<file path="src/rtl/comp_pkg.sv">
`default_nettype none
// ----------------------------------------------------------------------------
// comp_pkg : shared result-bus types and collector FSM states
// Rev 1.0
// ----------------------------------------------------------------------------
package comp_pkg;

  localparam int DEFAULT_RESULT_WIDTH = 32;
  localparam int RESULT_VALID_BIT     = DEFAULT_RESULT_WIDTH;

  typedef struct packed {
    logic                            valid;
    logic [DEFAULT_RESULT_WIDTH-1:0] payload;
  } result_bus_t;

  typedef enum logic [1:0] {
    ST_IDLE    = 2'd0,
    ST_COLLECT = 2'd1,
    ST_DRAIN   = 2'd2
  } collector_state_t;

endpackage
`default_nettype wire

</file>
<file path="src/rtl/comp_result_collector_fifo.sv">
`default_nettype none
// ----------------------------------------------------------------------------
// result_fifo : first-word fall-through FIFO with same-cycle push/pop
// Rev 1.0
// ----------------------------------------------------------------------------
module result_fifo #(
  parameter int WIDTH = 33,
  parameter int DEPTH = 8
) (
  input  logic                     clk,
  input  logic                     rst,
  input  logic                     i_push,
  input  logic                     i_pop,
  input  logic [WIDTH-1:0]         i_data,
  output logic [WIDTH-1:0]         o_data,
  output logic                     o_full,
  output logic                     o_empty,
  output logic [$clog2(DEPTH):0]   o_count
);

  localparam int AW = $clog2(DEPTH);
  localparam logic [AW:0] C_DEPTH = (AW+1)'(DEPTH);

  logic [WIDTH-1:0] r_mem [DEPTH];
  logic [AW-1:0]    r_wr;
  logic [AW-1:0]    r_rd;
  logic [AW:0]      r_count;
  logic             w_do_push;
  logic             w_do_pop;

  assign o_empty   = (r_count == '0);
  assign o_full    = (r_count == C_DEPTH);
  assign o_count   = r_count;
  assign o_data    = r_mem[r_rd];
  assign w_do_pop  = i_pop && !o_empty;
  // A pop frees the slot on the same edge, so a full FIFO still accepts a push.
  assign w_do_push = i_push && (!o_full || w_do_pop);

  always_ff @(posedge clk) begin
    if (rst) begin
      r_wr    <= '0;
      r_rd    <= '0;
      r_count <= '0;
    end else begin
      if (w_do_push) r_wr <= r_wr + AW'(1);
      if (w_do_pop)  r_rd <= r_rd + AW'(1);
      case ({w_do_push, w_do_pop})
        2'b10:   r_count <= r_count + (AW+1)'(1);
        2'b01:   r_count <= r_count - (AW+1)'(1);
        default: r_count <= r_count;
      endcase
    end
  end

  always_ff @(posedge clk) begin
    if (w_do_push) r_mem[r_wr] <= i_data;
  end

endmodule
`default_nettype wire

</file>
<file path="src/rtl/comp_result_collector.sv">
`default_nettype none
// ----------------------------------------------------------------------------
// comp_result_collector : captures flagged chain results, frames and buffers them
// Rev 1.0
// ----------------------------------------------------------------------------
module comp_result_collector
  import comp_pkg::*;
#(
  parameter int RESULT_WIDTH = DEFAULT_RESULT_WIDTH,
  parameter int FIFO_DEPTH   = 8,
  parameter int RESULT_COUNT = 2
) (
  input  logic                               clk,
  input  logic                               rst,
  input  logic [RESULT_WIDTH:0]              input_result,
  input  logic                               input_enable,
  output logic [RESULT_WIDTH-1:0]            out_data,
  output logic                               out_valid,
  input  logic                               out_ready,
  output logic                               out_last,
  output logic                               frame_done,
  output logic                               overflow,
  output logic [$clog2(RESULT_COUNT+1)-1:0]  result_count
);

  localparam int             CW          = $clog2(RESULT_COUNT+1);
  localparam logic [CW-1:0]  C_FRAME_LEN = CW'(RESULT_COUNT);

  collector_state_t          r_state;
  collector_state_t          w_state_nxt;
  logic [RESULT_WIDTH:0]     r_cap;
  logic [CW-1:0]             r_count;
  logic [CW-1:0]             w_count_nxt;
  logic                      r_frame_done;
  logic                      r_overflow;
  logic                      w_overflow_nxt;
  logic                      w_cand;
  logic                      w_push_req;
  logic                      w_accept;
  logic                      w_tag_last;
  logic                      w_pop;
  logic                      w_pop_last;
  logic                      w_drain_exit;
  logic                      w_full;
  logic                      w_empty;
  logic [RESULT_WIDTH:0]     w_head;
  logic [$clog2(FIFO_DEPTH):0] w_unused_count;
  logic                      w_unused_enable;

  assign w_unused_enable = input_enable;

  result_fifo #(
    .WIDTH (RESULT_WIDTH + 1),
    .DEPTH (FIFO_DEPTH)
  ) u_fifo (
    .clk     (clk),
    .rst     (rst),
    .i_push  (w_push_req),
    .i_pop   (w_pop),
    .i_data  ({w_tag_last, r_cap[RESULT_WIDTH-1:0]}),
    .o_data  (w_head),
    .o_full  (w_full),
    .o_empty (w_empty),
    .o_count (w_unused_count)
  );

  assign out_valid    = !w_empty;
  assign out_data     = w_head[RESULT_WIDTH-1:0];
  assign out_last     = w_head[RESULT_WIDTH];
  assign frame_done   = r_frame_done;
  assign overflow     = r_overflow;
  assign result_count = r_count;

  assign w_cand     = r_cap[RESULT_WIDTH];
  assign w_pop      = out_valid && out_ready;
  assign w_pop_last = w_pop && w_head[RESULT_WIDTH];
  assign w_tag_last = ((r_count + CW'(1)) == C_FRAME_LEN);
  assign w_accept   = w_push_req && (!w_full || w_pop);

  always_ff @(posedge clk) begin
    if (rst) begin
      r_state      <= ST_IDLE;
      r_cap        <= '0;
      r_count      <= '0;
      r_frame_done <= 1'b0;
      r_overflow   <= 1'b0;
    end else begin
      r_state      <= w_state_nxt;
      r_cap        <= input_result;
      r_count      <= w_count_nxt;
      r_frame_done <= w_drain_exit;
      r_overflow   <= w_overflow_nxt;
    end
  end

  always_comb begin
    w_state_nxt    = r_state;
    w_count_nxt    = r_count;
    w_overflow_nxt = r_overflow;
    w_push_req     = 1'b0;
    w_drain_exit   = 1'b0;
    case (r_state)
      ST_IDLE, ST_COLLECT: begin
        w_push_req = w_cand;
        if (w_push_req && !w_accept) w_overflow_nxt = 1'b1;
        if (w_accept) begin
          w_count_nxt = r_count + CW'(1);
          w_state_nxt = w_tag_last ? ST_DRAIN : ST_COLLECT;
        end
      end
      ST_DRAIN: begin
        // Anything arriving here, including a next frame's first word, is excess.
        if (w_cand) w_overflow_nxt = 1'b1;
        if (w_pop_last) begin
          w_drain_exit = 1'b1;
          w_count_nxt  = '0;
          w_state_nxt  = ST_IDLE;
        end
      end
      default: w_state_nxt = ST_IDLE;
    endcase
  end

endmodule
`default_nettype wire

</file>
<file path="config.mk">
export PLATFORM = sky130hd
export DESIGN_NAME = comp_result_collector
export DESIGN_NICKNAME = d
export VERILOG_FILES = /design/src/rtl/comp_pkg.sv /design/src/rtl/comp_result_collector_fifo.sv /design/src/rtl/comp_result_collector.sv
export SDC_FILE = /design/constraint.sdc
export NUM_CORES = 1
export LEC_CHECK = 0
export CAP_MARGIN = 20
export CELL_PAD_IN_SITES_DETAIL_PLACEMENT = 0
export CELL_PAD_IN_SITES_GLOBAL_PLACEMENT = 2
export CORE_MARGIN = 2
export CORE_UTILIZATION = 46
export CTS_CLUSTER_SIZE = 16
export DETAILED_ROUTE_END_ITERATION = 7
export PLACE_DENSITY = 0.84
export SLEW_MARGIN = 20
export SYNTH_ARGS = -nofsm -noshare
export SYNTH_HDL_FRONTEND = slang
export SYNTH_SLANG_ARGS = --single-unit
</file>
<file path="constraint.sdc">
create_clock -name clk -period 6.6 [get_ports clk]
set_input_delay 0.66 -clock clk [delete_from_list [all_inputs] [get_ports clk]]
set_output_delay 0.66 -clock clk [all_outputs]
set_load 0.1 [all_outputs]
</file>
==> reports/results.tsv <==
metric	value	unit
Hold EP	overflow	
grt ovf	0	
ranking of synthesized cells by area	edfxtp_1 67%, mux4_1 11%, dfxtp_1 8.7%, mux4_2 3.2%, mux2_2 3.0%	
slew margin rel.	0.334	
Avg Cell Area, Syn	21.4	um2
syn nets	601	
CP Capture Type	output pin	
pwr/cell area	361	nW/um2
Root Driver	clkbuf_16	
minimum clock period	4.54	ns
Port Buffer Count	73	
Top FF cell, synth	edfxtp_1	
RR Endpoint	u_fifo.o_count[2]	
internal power	0.00355	W
Starting Density	0.471	
Die Area	27200	um2
clock skew	0.0113	ns
DR WL met3	903	um
IO Pins	75	
global-route wire length before repair	32.2	mm
Post-synth EDFFs	264	
GRT Util Overall	0.159	
critical path arrival	3.88	ns
area leader, netlist	edfxtp_1	
Clock Tree Buf Depth	3	
fill count	1904	
reg2reg start	u_fifo.o_count[0]	
area of the multi-input gates	2800	um2
hold crit path type	reg -> reg	
Leak	4.58	nW
H-tree levels	1	
core area	25300	um2
ANT nets after route	0	
std cell rows	58	
storage element area	8980	um2
CTS tree	yes	
Num CTS Buffers	31	
flop-to-flop setup slack	3.75	ns
vias in the first global route	5623	
Die Y	165	um
wire length on met2	10.6	mm
post-route non-filler standard cell count	1005	
worst slew pin tran	0.995	ns
HPWL Detailed	11.4	mm
drt first pass iters	4	
Final nets	693	
Post-Syn Area	11900	um2
drt total wl	21.1	mm
worst hold start	overflow	
Placer Congestion	0.681	
Setup Buffers After CTS	0	
synthesized flop and latch total	316	
unrepaired setup endpoints after global routing	false	
maximum vdd drop	221	uV
die width	165	um
fin crit share	0.688	
kind of critical path	reg -> out	
largest net degree at the start of global routing	53	
Sw Pwr	0.00151	W
CTS sink cnt	316	
Max FO, Critical Path	35	
Data required, critical path	5.94	ns
wire per inst	21.0	um
post-synthesis instance total	558	
cts repair resizes	0	
via count of the routed design	5334	
Comb pwr share	0.216	
Final Max Slew Viols	0	
Vias/cell	5.31	
Peak Freq	220	MHz
Clock Latency Late Sink	0.56	ns
layout cells sized above 1	0.185	
CTS hold repair buffers	0	
P&R area growth vs syn	17.6	%
Final TNS setup	0	ns
setup violators final	0	
Worst-path clk slew	0.06	ns
Cells on Worst Hold Path	2	
Synth Warn #	0	
CP startpoint kind	flip-flop	
Detailed Route Iter0 Violations	342	
Async SR Flop Fraction	0	
synth unique cells	39	
Yosys top cell area share	0.665	
Max Cap Viol	0	
FF-to-FF path depth	10	
status	complete, no violations	
post-placement cell count	947	
M1 WL	9.21	mm
share of power burned in registers	0.455	
register area share after synthesis	0.752	
Clk network pwr share	0.329	
Final Hold Viols	0	
Net Sw Frac	0.298	
max layer used	met4	
Residual DRC	0	
n_diodes	0	
antenna violations before repair	0	
-- through the flow --
stage | setup slack, ns | util | hold WS, ns | total power (W) | instance area [um2]
floorplan | 1.45 | - | 0.445 | 0.00324 | 11900
global placement | 2.61 | 0.515 | 0.467 | 0.00343 | 13000
detailed placement | 2.56 | 0.515 | 0.470 | 0.00345 | 13000
CTS | 1.96 | 0.553 | 0.483 | 0.00511 | 14000
global route | 1.86 | 0.553 | 0.503 | 0.00524 | 14000
finish | 2.06 | 0.553 | 0.473 | 0.00506 | 14000
-- how the worst max path moves through the flow --
stage	depth (start not counted)	slack (ns)	to
floorplan	5	1.45	u_fifo.r_mem[2][0]
global placement	5	2.61	out_last
detailed placement	4	2.56	out_data[16]
CTS	4	1.96	out_data[16]
global route	5	1.86	out_last
finish	4	2.06	out_data[16]
-- final cells by class --
| class | count | area share |
|---|---|---|
| tap | 330 | 0.0295 |
| sequential | 316 | 0.641 |
| clock buffer | 34 | 0.0562 |
| timing repair buffer | 87 | 0.0595 |
| multi-input combinational | 209 | 0.199 |
| clock inverter | 24 | 0.0135 |
| inverter | 5 | 0.00134 |
-- cells by family after synthesis --
kind of cell    Yosys count  share of synthesized area
simple gates             77                     0.0382
mux                     102                      0.172
flops                   316                      0.752
fa+ha+maj                 6                    0.00630
xor+xnor                  6                    0.00441
buf+inv                  33                     0.0169
compound gates           18                    0.00934
-- critical path, stage by stage, from the launching register on --
cell	delay (ns)
dfxtp_4	0.74
buf_4	0.62
mux4_1	0.63
mux2_2	0.32
clkdlybuf4s50_1	0.98
-- cell usage in the layout, fill, tap and decap left out, types with 2 or more instances in the layout --
master,n
clkinv_1,8
or3_1,4
mux4_1,48
xor2_1,4
nor2b_1,35
dfxtp_1,49
nand2b_1,2
buf_4,15
clkinv_4,2
nand3_1,2
mux4_2,17
bufinv_16,2
dfxtp_4,2
ha_1,6
clkbuf_16,31
a21oi_1,8
o21ai_0,4
nand2_1,9
nor4b_1,2
nor3b_2,2
clkbuf_1,3
xnor2_1,2
nor4b_2,2
clkinv_2,6
mux2i_1,5
edfxtp_1,264
clkdlybuf4s50_1,72
inv_6,2
nor2_1,9
mux2_2,32
inv_1,5
nor3_2,2
clkinvlp_4,3
-- flip-flops by register name, indices dropped and copies added (netlist names), named ones only --
name / cells
r_cap: 33
overflow: 1
r_state: 2
frame_done: 1
u_fifo.r_mem: 264
result_count: 2
u_fifo.r_rd: 3
u_fifo.r_wr: 3
u_fifo.o_count: 4
-- per-layer routing --
metal	vias up	GRT usage
li1	2469	-
met4	0	0.0368
met1	2714	0.211
met2	117	0.276
met5	-	0
met3	34	0.0299
-- power by group through the flow --
stage / clock network (W) / registers (W) / logic [W]
6_report: 0.00166 / 0.00230 / 0.00109
5_1_grt: 0.00178 / 0.00232 / 0.00115
4_1_cts: 0.00170 / 0.00231 / 0.00111
3_5_place_dp: 0 / 0.00235 / 0.00110
3_3_place_gp: 0 / 0.00234 / 0.00109
2_1_floorplan: 0 / 0.00229 / 0.000945
-- synth_stat cells, types with 2 or more instances --
cell type / number
edfxtp_1: 264
dfxtp_1: 52
mux4_1: 48
nor2b_1: 35
mux2_2: 32
mux4_2: 17
clkbuf_1: 12
nor2_1: 10
nand2_1: 9
a21oi_1: 8
ha_1: 6
buf_1: 5
buf_6: 5
inv_1: 5
mux2i_1: 5
nor4b_1: 4
o21ai_0: 4
or3_1: 4
xor2_1: 4
buf_8: 3
nor3_1: 3
nand2b_1: 2
nand3_1: 2
nor3b_1: 2
nor4_1: 2
xnor2_1: 2
(Power assumes the default switching activity.)
